File: src/rtl/mips_seq_controller.sv
`timescale 1ns/1ps
// ---------------------------------------------------------------------------
// mips_seq_controller
// Multi-cycle control sequencer for a 32-bit MIPS datapath. Fetches through a
// ready/request handshake, decodes the latched opcode/funct, runs the data
// memory handshake for lw/sw and pulses pc_en once per retired instruction.
// Illegal encodings and memory timeouts park the sequencer in TRAP until reset.
//
// state | meaning
// ------+---------------------------------------------------------------
// FETCH | imem_req high, wait for imem_ready, latch opcode/funct
// EXEC  | decode; ALU/branch/jump retire here, lw/sw move on to MEM
// MEM   | dmem_req high (dmem_we for sw); sw retires on dmem_ready
// WB    | lw register write-back and retire
// TRAP  | halted, err held, leave only through reset
//
// Ports:
//   clk, reset            clock, asynchronous active-low reset
//   instr, zero           instruction word, ALU zero flag
//   imem_req/imem_ready   instruction fetch handshake
//   dmem_req/dmem_we/dmem_ready  data memory handshake
//   pc_en                 PC load pulse, one per retired instruction
//   reg_dst..pc_src       datapath controls, alu_control ALU opcode
//   err, halted           trap cause (01 illegal, 10 imem, 11 dmem), TRAP flag
// ---------------------------------------------------------------------------
module mips_seq_controller #(
    parameter int MEM_TIMEOUT = 16,
    parameter int CNT_W       = 8
) (
    input  logic        clk,
    input  logic        reset,
    input  logic [31:0] instr,
    input  logic        zero,
    output logic        imem_req,
    input  logic        imem_ready,
    output logic        dmem_req,
    output logic        dmem_we,
    input  logic        dmem_ready,
    output logic        pc_en,
    output logic        reg_dst,
    output logic        reg_write,
    output logic        alu_src,
    output logic        jump,
    output logic        jal,
    output logic        jr,
    output logic        mem_to_reg,
    output logic        pc_src,
    output logic [3:0]  alu_control,
    output logic [1:0]  err,
    output logic        halted
);

    typedef enum logic [2:0] {
        S_FETCH = 3'd0,
        S_EXEC  = 3'd1,
        S_MEM   = 3'd2,
        S_WB    = 3'd3,
        S_TRAP  = 3'd4
    } state_t;

    localparam logic [1:0] ERR_NONE    = 2'b00;
    localparam logic [1:0] ERR_ILLEGAL = 2'b01;
    localparam logic [1:0] ERR_IMEM    = 2'b10;
    localparam logic [1:0] ERR_DMEM    = 2'b11;

    localparam logic [CNT_W-1:0] WAIT_LAST = CNT_W'(MEM_TIMEOUT - 1);

    state_t           state, state_nxt;
    logic [CNT_W-1:0] wait_cnt, wait_nxt;
    logic [5:0]       op_q, fn_q;
    logic [1:0]       err_q, err_nxt;
    logic             latch_load;
    logic             timeout_hit;

    // Only opcode and funct are decoded; the operand fields belong to the datapath.
    logic unused_instr_bits;
    assign unused_instr_bits = ^instr[25:6];

    // Decoded view of the latched instruction.
    logic       d_legal, d_lw, d_sw, d_beq, d_wr;
    logic       d_reg_dst, d_alu_src, d_mem_to_reg, d_jump, d_jal, d_jr;
    logic [3:0] d_alu;

    always_comb begin
        d_legal      = 1'b0;
        d_lw         = 1'b0;
        d_sw         = 1'b0;
        d_beq        = 1'b0;
        d_wr         = 1'b0;
        d_reg_dst    = 1'b0;
        d_alu_src    = 1'b0;
        d_mem_to_reg = 1'b0;
        d_jump       = 1'b0;
        d_jal        = 1'b0;
        d_jr         = 1'b0;
        d_alu        = 4'b0000;
        case (op_q)
            6'h00: begin
                d_legal   = 1'b1;
                d_reg_dst = 1'b1;
                d_wr      = 1'b1;
                case (fn_q)
                    6'h20: d_alu = 4'b0010;
                    6'h22: d_alu = 4'b0110;
                    6'h24: d_alu = 4'b0000;
                    6'h25: d_alu = 4'b0001;
                    6'h2A: d_alu = 4'b0111;
                    6'h00: d_alu = 4'b1000;
                    6'h02: d_alu = 4'b1001;
                    6'h08: begin
                        d_reg_dst = 1'b0;
                        d_wr      = 1'b0;
                        d_jr      = 1'b1;
                    end
                    default: begin
                        d_legal   = 1'b0;
                        d_reg_dst = 1'b0;
                        d_wr      = 1'b0;
                    end
                endcase
            end
            6'h23: begin
                d_legal      = 1'b1;
                d_lw         = 1'b1;
                d_alu_src    = 1'b1;
                d_mem_to_reg = 1'b1;
                d_alu        = 4'b0010;
            end
            6'h2B: begin
                d_legal   = 1'b1;
                d_sw      = 1'b1;
                d_alu_src = 1'b1;
                d_alu     = 4'b0010;
            end
            6'h08: begin
                d_legal   = 1'b1;
                d_alu_src = 1'b1;
                d_wr      = 1'b1;
                d_alu     = 4'b0010;
            end
            6'h04: begin
                d_legal = 1'b1;
                d_beq   = 1'b1;
                d_alu   = 4'b0110;
            end
            6'h02: begin
                d_legal = 1'b1;
                d_jump  = 1'b1;
            end
            6'h03: begin
                d_legal = 1'b1;
                d_jump  = 1'b1;
                d_jal   = 1'b1;
                d_wr    = 1'b1;
            end
            default: ;
        endcase
    end

    // A ready in the threshold cycle is checked first, so it still completes.
    assign timeout_hit = (MEM_TIMEOUT != 0) && (wait_cnt == WAIT_LAST);

    always_comb begin
        state_nxt   = state;
        wait_nxt    = wait_cnt;
        err_nxt     = err_q;
        latch_load  = 1'b0;
        imem_req    = 1'b0;
        dmem_req    = 1'b0;
        dmem_we     = 1'b0;
        pc_en       = 1'b0;
        reg_write   = 1'b0;
        pc_src      = 1'b0;
        halted      = 1'b0;
        reg_dst     = 1'b0;
        alu_src     = 1'b0;
        mem_to_reg  = 1'b0;
        jump        = 1'b0;
        jal         = 1'b0;
        jr          = 1'b0;
        alu_control = 4'b0000;

        if (state == S_EXEC || state == S_MEM || state == S_WB) begin
            reg_dst     = d_reg_dst;
            alu_src     = d_alu_src;
            mem_to_reg  = d_mem_to_reg;
            jump        = d_jump;
            jal         = d_jal;
            jr          = d_jr;
            alu_control = d_alu;
        end

        case (state)
            S_FETCH: begin
                imem_req = 1'b1;
                if (imem_ready) begin
                    latch_load = 1'b1;
                    wait_nxt   = '0;
                    state_nxt  = S_EXEC;
                end else if (timeout_hit) begin
                    err_nxt   = ERR_IMEM;
                    state_nxt = S_TRAP;
                end else begin
                    wait_nxt = wait_cnt + 1'b1;
                end
            end
            S_EXEC: begin
                wait_nxt = '0;
                if (!d_legal) begin
                    err_nxt   = ERR_ILLEGAL;
                    state_nxt = S_TRAP;
                end else if (d_lw || d_sw) begin
                    state_nxt = S_MEM;
                end else begin
                    pc_en     = 1'b1;
                    reg_write = d_wr;
                    pc_src    = d_beq & zero;
                    state_nxt = S_FETCH;
                end
            end
            S_MEM: begin
                dmem_req = 1'b1;
                dmem_we  = d_sw;
                if (dmem_ready) begin
                    wait_nxt = '0;
                    if (d_sw) begin
                        pc_en     = 1'b1;
                        state_nxt = S_FETCH;
                    end else begin
                        state_nxt = S_WB;
                    end
                end else if (timeout_hit) begin
                    err_nxt   = ERR_DMEM;
                    state_nxt = S_TRAP;
                end else begin
                    wait_nxt = wait_cnt + 1'b1;
                end
            end
            S_WB: begin
                reg_write = 1'b1;
                pc_en     = 1'b1;
                wait_nxt  = '0;
                state_nxt = S_FETCH;
            end
            S_TRAP: begin
                halted = 1'b1;
            end
            default: begin
                state_nxt = S_TRAP;
            end
        endcase
    end

    assign err = err_q;

    always_ff @(posedge clk or negedge reset) begin
        if (!reset) begin
            state    <= S_FETCH;
            wait_cnt <= '0;
            err_q    <= ERR_NONE;
            op_q     <= '0;
            fn_q     <= '0;
        end else begin
            state    <= state_nxt;
            wait_cnt <= wait_nxt;
            err_q    <= err_nxt;
            if (latch_load) begin
                op_q <= instr[31:26];
                fn_q <= instr[5:0];
            end
        end
    end

endmodule
File: config.mk
export PLATFORM = sky130hd
export DESIGN_NAME = mips_seq_controller
export DESIGN_NICKNAME = d
export VERILOG_FILES = /design/src/rtl/mips_seq_controller.sv
export SDC_FILE = /design/constraint.sdc
export NUM_CORES = 1
export LEC_CHECK = 0
export CAP_MARGIN = 20
export CORE_MARGIN = 1.5
export CORE_UTILIZATION = 45
export DETAILED_ROUTE_END_ITERATION = 10
export MAX_ROUTING_LAYER = met4
export PLACE_DENSITY = 0.83
export SYNTH_ARGS = -nofsm -noshare
export SYNTH_HDL_FRONTEND = slang
export SYNTH_SLANG_ARGS = --single-unit
File: constraint.sdc
create_clock -name clk -period 2.4 [get_ports clk]
set_input_delay 0.48 -clock clk [delete_from_list [all_inputs] [get_ports clk]]
set_output_delay 0.48 -clock clk [all_outputs]
set_load 0.1 [all_outputs]
==> impl_metrics.csv, run 1 <==
group,metric,value,unit
placement,post-place-ws,0.0841,ns
clock_network,cts_tree,"done",
global_route,track_usage,23.8,%
setup_path,worstSetupStartpointType,"flop",
clock_network,htree_levels,1,
cells_and_area,layout_commonest_cell,"dfrtp_1",
sta,period_share,112,%
cells_and_area,stdcell_area,2440,µm²
sta,tightest_slew,0.453,ns
power_and_ir_drop,ir_worst_vdd,0.531,mV
cells_and_area,final_layout_size_suffix_gt1_share,35.4,%
drt,vias,1528,
yosys,synth-edff-count,0,
sta,fmax,0.373,GHz
placement,place_area,2360,µm²
sta,final.setup.tns,-1.62,ns
placement,port-buffer-count,35,
power_and_ir_drop,pwr-share-seq,38.2,%
sta,slew_violations,0,
power_and_ir_drop,p_clk_share,9.3,%
clock_network,cts_buffers,3,
drt,ant_nets,0,
yosys,synth_top_flop_cell,"dfrtp_1",
setup_path,worstPathMaxFanout,4,
clock_network,clkLatencyLatePin,0.33,ns
clock_network,cts-hold-fix-buffers,0,
global_route,grt_start_max_net_pins,26,
sta,whs,0.498,ns
sta,rsz0062_at_grt,"yes",
power_and_ir_drop,switching_share,47.3,%
global_route,first_global_vias,1404,
sta,relSlewSlack,69.8,%
outcome,outcome,"finished with violations",
sta,report.final.setup_viol,9,
floorplanning,pin_count,56,
drt,wl,4.11,mm
cells_and_area,stdcell_count,272,
setup_path,path_class,"reg -> out",
setup_path,critPathRequiredTime,1.92,ns
cells_and_area,num_antenna_cells,0,
yosys,netlist_instances,178,
yosys,seq_area_frac_synth,39.8,%
floorplanning,die_h,62.1,µm
yosys,ys_warn_count,0,
drt,initialDrtViolationCount,105,
sta,layout_setup_ws,-0.278,ns
power_and_ir_drop,p_switching,0.996,mW
outcome,violations,"negative setup slack",
drt,dr.pass1.iters,4,
sta,skew,0.00650,ns
setup_path,crit_arrival,2.20,ns
placement,hpwl,3.05,mm
setup_path,ff2ff_path_depth,5,
cells_and_area,postLayoutCoreUtil,73.0,%
power_and_ir_drop,pwr_density_cell,865,nW/µm²
cells_and_area,areaGrowthSynthToFinish,55.1,%
global_route,grt_pass1_wl,6.56,mm
power_and_ir_drop,finalPower,2.11,mW
yosys,synthesis.area,1570,µm²
floorplanning,row_count,21,
floorplanning,core,3340,µm²
global_route,antenna_found_initial,0,
floorplanning,die_w,62.1,µm
power_and_ir_drop,leakagePower,0.979,nW
run,cap_violations,0,
yosys,synth_cell_types,44,
placement,dp_cells,266,
cells_and_area,final_nets,265,
placement,place.gp.congestion,0.897,
global_route,grt-ovfl-total,0,
clock_network,cts.clk_slew.worst_paths,0.14,ns
yosys,ys_ff_latch,25,
cells_and_area,fillers,240,
drt,vias_per_cell,5.62,
drt,routedWlPerCell,15.1,µm
yosys,syn_area_per_cell,8.82,µm²
yosys,synthArstFlopShare,100,%
power_and_ir_drop,pwr-share-comb,52.5,%
clock_network,clock_path_buffers,2,
sta,period_minus_slack,2.68,ns
clock_network,cts_sinks,25,
floorplanning,dieArea,3850,µm²
cells_and_area,final_cell_mix,"dfrtp_1, nor2_1, buf_12, buf_4, clkdlybuf4s50_1",
power_and_ir_drop,p_int,1.11,mW
drt,remaining_drc_errors,0,
sta,hold_violations,0,
clock_network,cts_root_buffer,"clkbuf_4",
worst_hold_path,hold_path_class,"in -> async",
setup_path,crit_path_end_kind,"output port",
yosys,syn_nets,216,
floorplanning,initial_utilization,47.1,%
-- power groups by stage --
stage / Sequential [mW] / Clock, mW / Combinational, mW
after global routing: 0.834 / 0.221 / 1.19
after detailed placement: 0.811 / 0 / 1.05
after global placement: 0.788 / 0 / 1.02
final: 0.806 / 0.196 / 1.11
after floorplan: 0.790 / 0 / 0.725
after CTS: 0.804 / 0.199 / 1.07
-- synthesized netlist by cell type (2+ instances only) --
| cell type | instances | area, µm² |
|---|---|---|
| clkbuf_1 | 3 | 11.3 |
| nor2b_1 | 2 | 12.5 |
| o41ai_1 | 2 | 17.5 |
| nor4_1 | 4 | 25.0 |
| a21oi_2 | 2 | 17.5 |
| and3_1 | 2 | 12.5 |
| dfrtp_1 | 25 | 626 |
| o21ai_0 | 11 | 55.1 |
| nor3_1 | 5 | 25.0 |
| nand2_1 | 14 | 52.6 |
| nand3b_1 | 2 | 15.0 |
| or3_4 | 2 | 22.5 |
| a21o_1 | 3 | 22.5 |
| or3_1 | 2 | 12.5 |
| a21oi_1 | 11 | 55.1 |
| nand3_1 | 6 | 30.0 |
| nor2_1 | 26 | 97.6 |
| o211ai_1 | 2 | 15.0 |
| inv_1 | 6 | 22.5 |
| buf_2 | 3 | 15.0 |
| a211o_1 | 2 | 17.5 |
| and2_1 | 3 | 18.8 |
| a31oi_1 | 4 | 25.0 |
| nand2b_1 | 5 | 31.3 |
| mux2_2 | 12 | 135 |
-- critical path, stage by stage, from the launching register on --
cell and delay (ns):
dfrtp_1 0.41, or4_4 0.56, nor4_4 0.20, buf_4 0.18, a21oi_4 0.07, o32ai_4 0.25
buf_12 0.21
-- metal layers --
metal	vias up	global-route usage [%]	part of all wire (%)
li1	739	-	-
met1	736	31.8	42
met2	47	37.9	52
met3	6	3.31	3.9
met4	0	6.69	1.4
met5	-	-	0
-- registers in the layout, indices dropped and copies added (netlist names) --
signal / cells
err: 2
fn_q: 6
op_q: 6
state: 3
wait_cnt: 8
-- path summary, 6_finish.rpt --
check                                  from           to  slack (ns)
min in group clk                wait_cnt[0]  wait_cnt[0]        0.55
worst min register to register  wait_cnt[0]  wait_cnt[0]        0.55
max in group asynchronous             reset       err[1]        1.65
worst max register to register  wait_cnt[5]  wait_cnt[1]        0.58
worst max-delay path                op_q[3]        pc_en       -0.28
worst min-delay path                  reset  wait_cnt[4]        0.50
-- cells by family (layout without fill, tap and decap cells) --
group,after synthesis,count (layout),synth area share (%)
compound gates,44,44,18.0
xor+xnor,2,2,1.12
fa+ha+maj,1,1,0.797
buf+inv,13,61,3.59
flops,25,25,39.8
mux,13,13,9.24
simple gates,80,80,27.4
-- area by class of cell --
cell class	count	area [µm²]	area share [%]
clock buffer	3	22.5	0.924
clock inverter	1	5.00	0.205
inverter	6	22.5	0.924
multi-input combinational	140	1060	43.7
sequential	25	626	25.7
tap	46	57.6	2.36
timing repair buffer	51	639	26.2
-- repair_timing --
action                     CTS  global route
pin swaps                    5             1
cloned                       0             0
resized for setup            4             3
setup endpoints to repair   10            10
hold endpoints to repair     0             0
buffers inserted             1             2
No activity file was read; power rests on OpenSTA's default activity.
==> run 2, diff against run 1 <==
--- a/config.mk
+++ b/config.mk
@@ -9,6 +9,7 @@
 export CORE_MARGIN = 1.5
 export CORE_UTILIZATION = 45
 export DETAILED_ROUTE_END_ITERATION = 10
+export GPL_TIMING_DRIVEN = 0
 export MAX_ROUTING_LAYER = met4
 export PLACE_DENSITY = 0.83
 export SYNTH_ARGS = -nofsm -noshare
==> impl_metrics.csv, run 2 (synthesis gave the netlist of run 1 again) <==
group,metric,value,unit
placement,post-place-ws,-0.897,ns
drt,ant_nets,0,
floorplanning,pin_count,56,
setup_path,worstPathMaxFanout,3,
drt,vias,1620,
power_and_ir_drop,ir_worst_vdd,0.546,mV
setup_path,worstSetupStartpointType,"flop",
setup_path,crit_arrival,2.23,ns
cells_and_area,final_layout_size_suffix_gt1_share,38.4,%
cells_and_area,num_antenna_cells,0,
sta,tightest_slew,0.971,ns
cells_and_area,largest_reg_flops,8,
clock_network,cts_root_buffer,"clkbuf_4",
global_route,grt_start_max_net_pins,17,
setup_path,reg2reg_slack,0.45,ns
cells_and_area,final_nets,271,
clock_network,cts.clk_slew.worst_paths,0.15,ns
setup_path,r2r_start,"state[0]",
clock_network,cts_tree,"done",
sta,layout_setup_ws,-0.308,ns
cells_and_area,layout_commonest_cell,"dfrtp_1",
cells_and_area,seqCellArea,631,µm²
floorplanning,dieArea,3850,µm²
outcome,violations,"negative setup slack",
setup_path,critPathRequiredTime,1.92,ns
cells_and_area,final_cell_mix,"dfrtp_1, nor2_1, buf_4, clkdlybuf4s50_1, nand2_1",
clock_network,clock_path_buffers,2,
power_and_ir_drop,leakagePower,0.994,nW
global_route,first_global_vias,1479,
clock_network,cts_buffers,3,
clock_network,cts_sinks,25,
drt,wl,4.91,mm
setup_path,ff2ff_path_depth,5,
sta,period_minus_slack,2.71,ns
cells_and_area,largestRegisters,"wait_cnt: 8 flops, fn_q: 6 flops, op_q: 6 flops",
sta,skew,0.0126,ns
drt,routedWlPerCell,17.7,µm
clock_network,clkLatencyLatePin,0.33,ns
sta,relSlewSlack,35.1,%
global_route,grt_pass1_wl,6.91,mm
power_and_ir_drop,pwr_density_cell,901,nW/µm²
sta,period_share,113,%
clock_network,cts-hold-fix-buffers,0,
setup_path,worst_path_largest_cell_delay,0.57,ns
placement,place_area,2160,µm²
outcome,outcome,"finished with violations",
setup_path,r2r-end,"op_q[2]",
setup_path,crit_path_end_kind,"output port",
placement,port-buffer-count,35,
global_route,track_usage,25.6,%
global_route,antenna_found_initial,0,
setup_path,path_delay_family,"simple AND/OR/NAND/NOR gates",
placement,place.gp.congestion,0.871,
floorplanning,row_count,21,
global_route,grt-ovfl-total,0,
setup_path,path_class,"reg -> out",
cells_and_area,fillers,236,
drt,dr.pass1.iters,4,
floorplanning,die_h,62.1,µm
cells_and_area,top_register,"wait_cnt",
sta,final.setup.tns,-1.97,ns
drt,remaining_drc_errors,0,
cells_and_area,postLayoutCoreUtil,74.0,%
sta,report.final.setup_viol,11,
drt,vias_per_cell,5.83,
floorplanning,core,3340,µm²
sta,rsz0062_at_grt,"yes",
drt,initialDrtViolationCount,57,
cells_and_area,multiInputGateArea,1120,µm²
cells_and_area,areaGrowthSynthToFinish,57.3,%
setup_path,path_cells,"or4_4 > nor4_4 > and2_4 > a31oi_1 > nor2_2 > buf_12",
sta,hold_violations,0,
floorplanning,initial_utilization,47.1,%
setup_path,worst-path-buf-inv,1,
placement,hpwl,2.98,mm
clock_network,htree_levels,1,
cells_and_area,stdcell_count,278,
placement,dp_cells,260,
worst_hold_path,hold_path_class,"in -> async",
cells_and_area,stdcell_area,2470,µm²
sta,fmax,0.369,GHz
floorplanning,die_w,62.1,µm
sta,slew_violations,0,
run,cap_violations,0,
setup_path,critical_path.slowest_cell,"or4_4",
## run 2: cell types whose count changed in the layout (fill, tap and decap cells not counted), sizes merged
| cell | change |
|---|---|
| clkdlybuf4s50 | +1 |
| dlygate4sd2 | +1 |
| clkbuf | +2 |
| clkdlybuf4s15 | +2 |
## run 2: worst max path at each step
| stage | start | endpoint | slack, ns | cells past startpoint |
|---|---|---|---|---|
| finish | op_q[3] | alu_control[2] | -0.31 | 6 |
| global route | op_q[3] | pc_en | -0.41 | 7 |
| CTS | op_q[3] | alu_control[2] | -0.28 | 6 |
| detailed placement | op_q[5] | pc_en | -0.90 | 5 |
| global placement | op_q[0] | pc_en | -0.88 | 5 |
| floorplan | state[1] | alu_control[0] | -0.42 | 5 |
## run 2: worst register-to-register path: cells and delay by family, from the launching register on
kind                   cells  cell delay [ns]
muxes                      1             0.37
and+or+nand+nor            2             0.54
buffers and inverters      2             0.48
DFF                        1             0.47
## run 2: repair_timing
action | in CTS | in global routing
setup endpoints to repair | 18 | 14
pin swaps | 8 | 4
setup buffers | 13 | 2
resized for setup | 131 | 14
## run 2: layer usage
layer	part of all wire (%)	wire length (µm)	up-vias	GRT usage [%]
met5	0	0	-	-
met4	2.9	140	0	9.42
met3	6.1	299	17	4.35
met2	53	2620	59	43.3
met1	38	1850	790	30.5
li1	-	-	754	-
## run 2: final cells by class
cell class	instances	area share [%]
multi-input cells	140	45.3
repair buffers	51	23.4
flip-flops and latches	25	25.5
well taps	46	2.33
clock buffers	3	0.912
inverters	6	0.912
clock inverters	1	0.203
plain buffers	6	1.42
## run 2: stage by stage
step | hold WS [ns] | total power [mW]
after global routing | 0.518 | 2.36
after global placement | 0.507 | 1.72
after CTS | 0.497 | 2.09
after detailed placement | 0.524 | 1.75
after floorplan | 0.184 | 1.51
final | 0.484 | 2.22
## run 2: power by group
group	internal (mW)	leakage, nW	switching, mW
clock network	0.0626	0.0177	0.131
logic	0.492	0.683	0.743
registers	0.580	0.293	0.217
total	1.13	0.994	1.09
==> run 3, diff against run 2 <==
--- a/config.mk
+++ b/config.mk
@@ -8,8 +8,8 @@
 export CAP_MARGIN = 20
 export CORE_MARGIN = 1.5
 export CORE_UTILIZATION = 45
+export CTS_CLUSTER_SIZE = 30
 export DETAILED_ROUTE_END_ITERATION = 10
-export GPL_TIMING_DRIVEN = 0
 export MAX_ROUTING_LAYER = met4
 export PLACE_DENSITY = 0.83
 export SYNTH_ARGS = -nofsm -noshare
==> results of run 3 <==
Same layout as run 1: the final DEF is identical, and so are final timing and power.
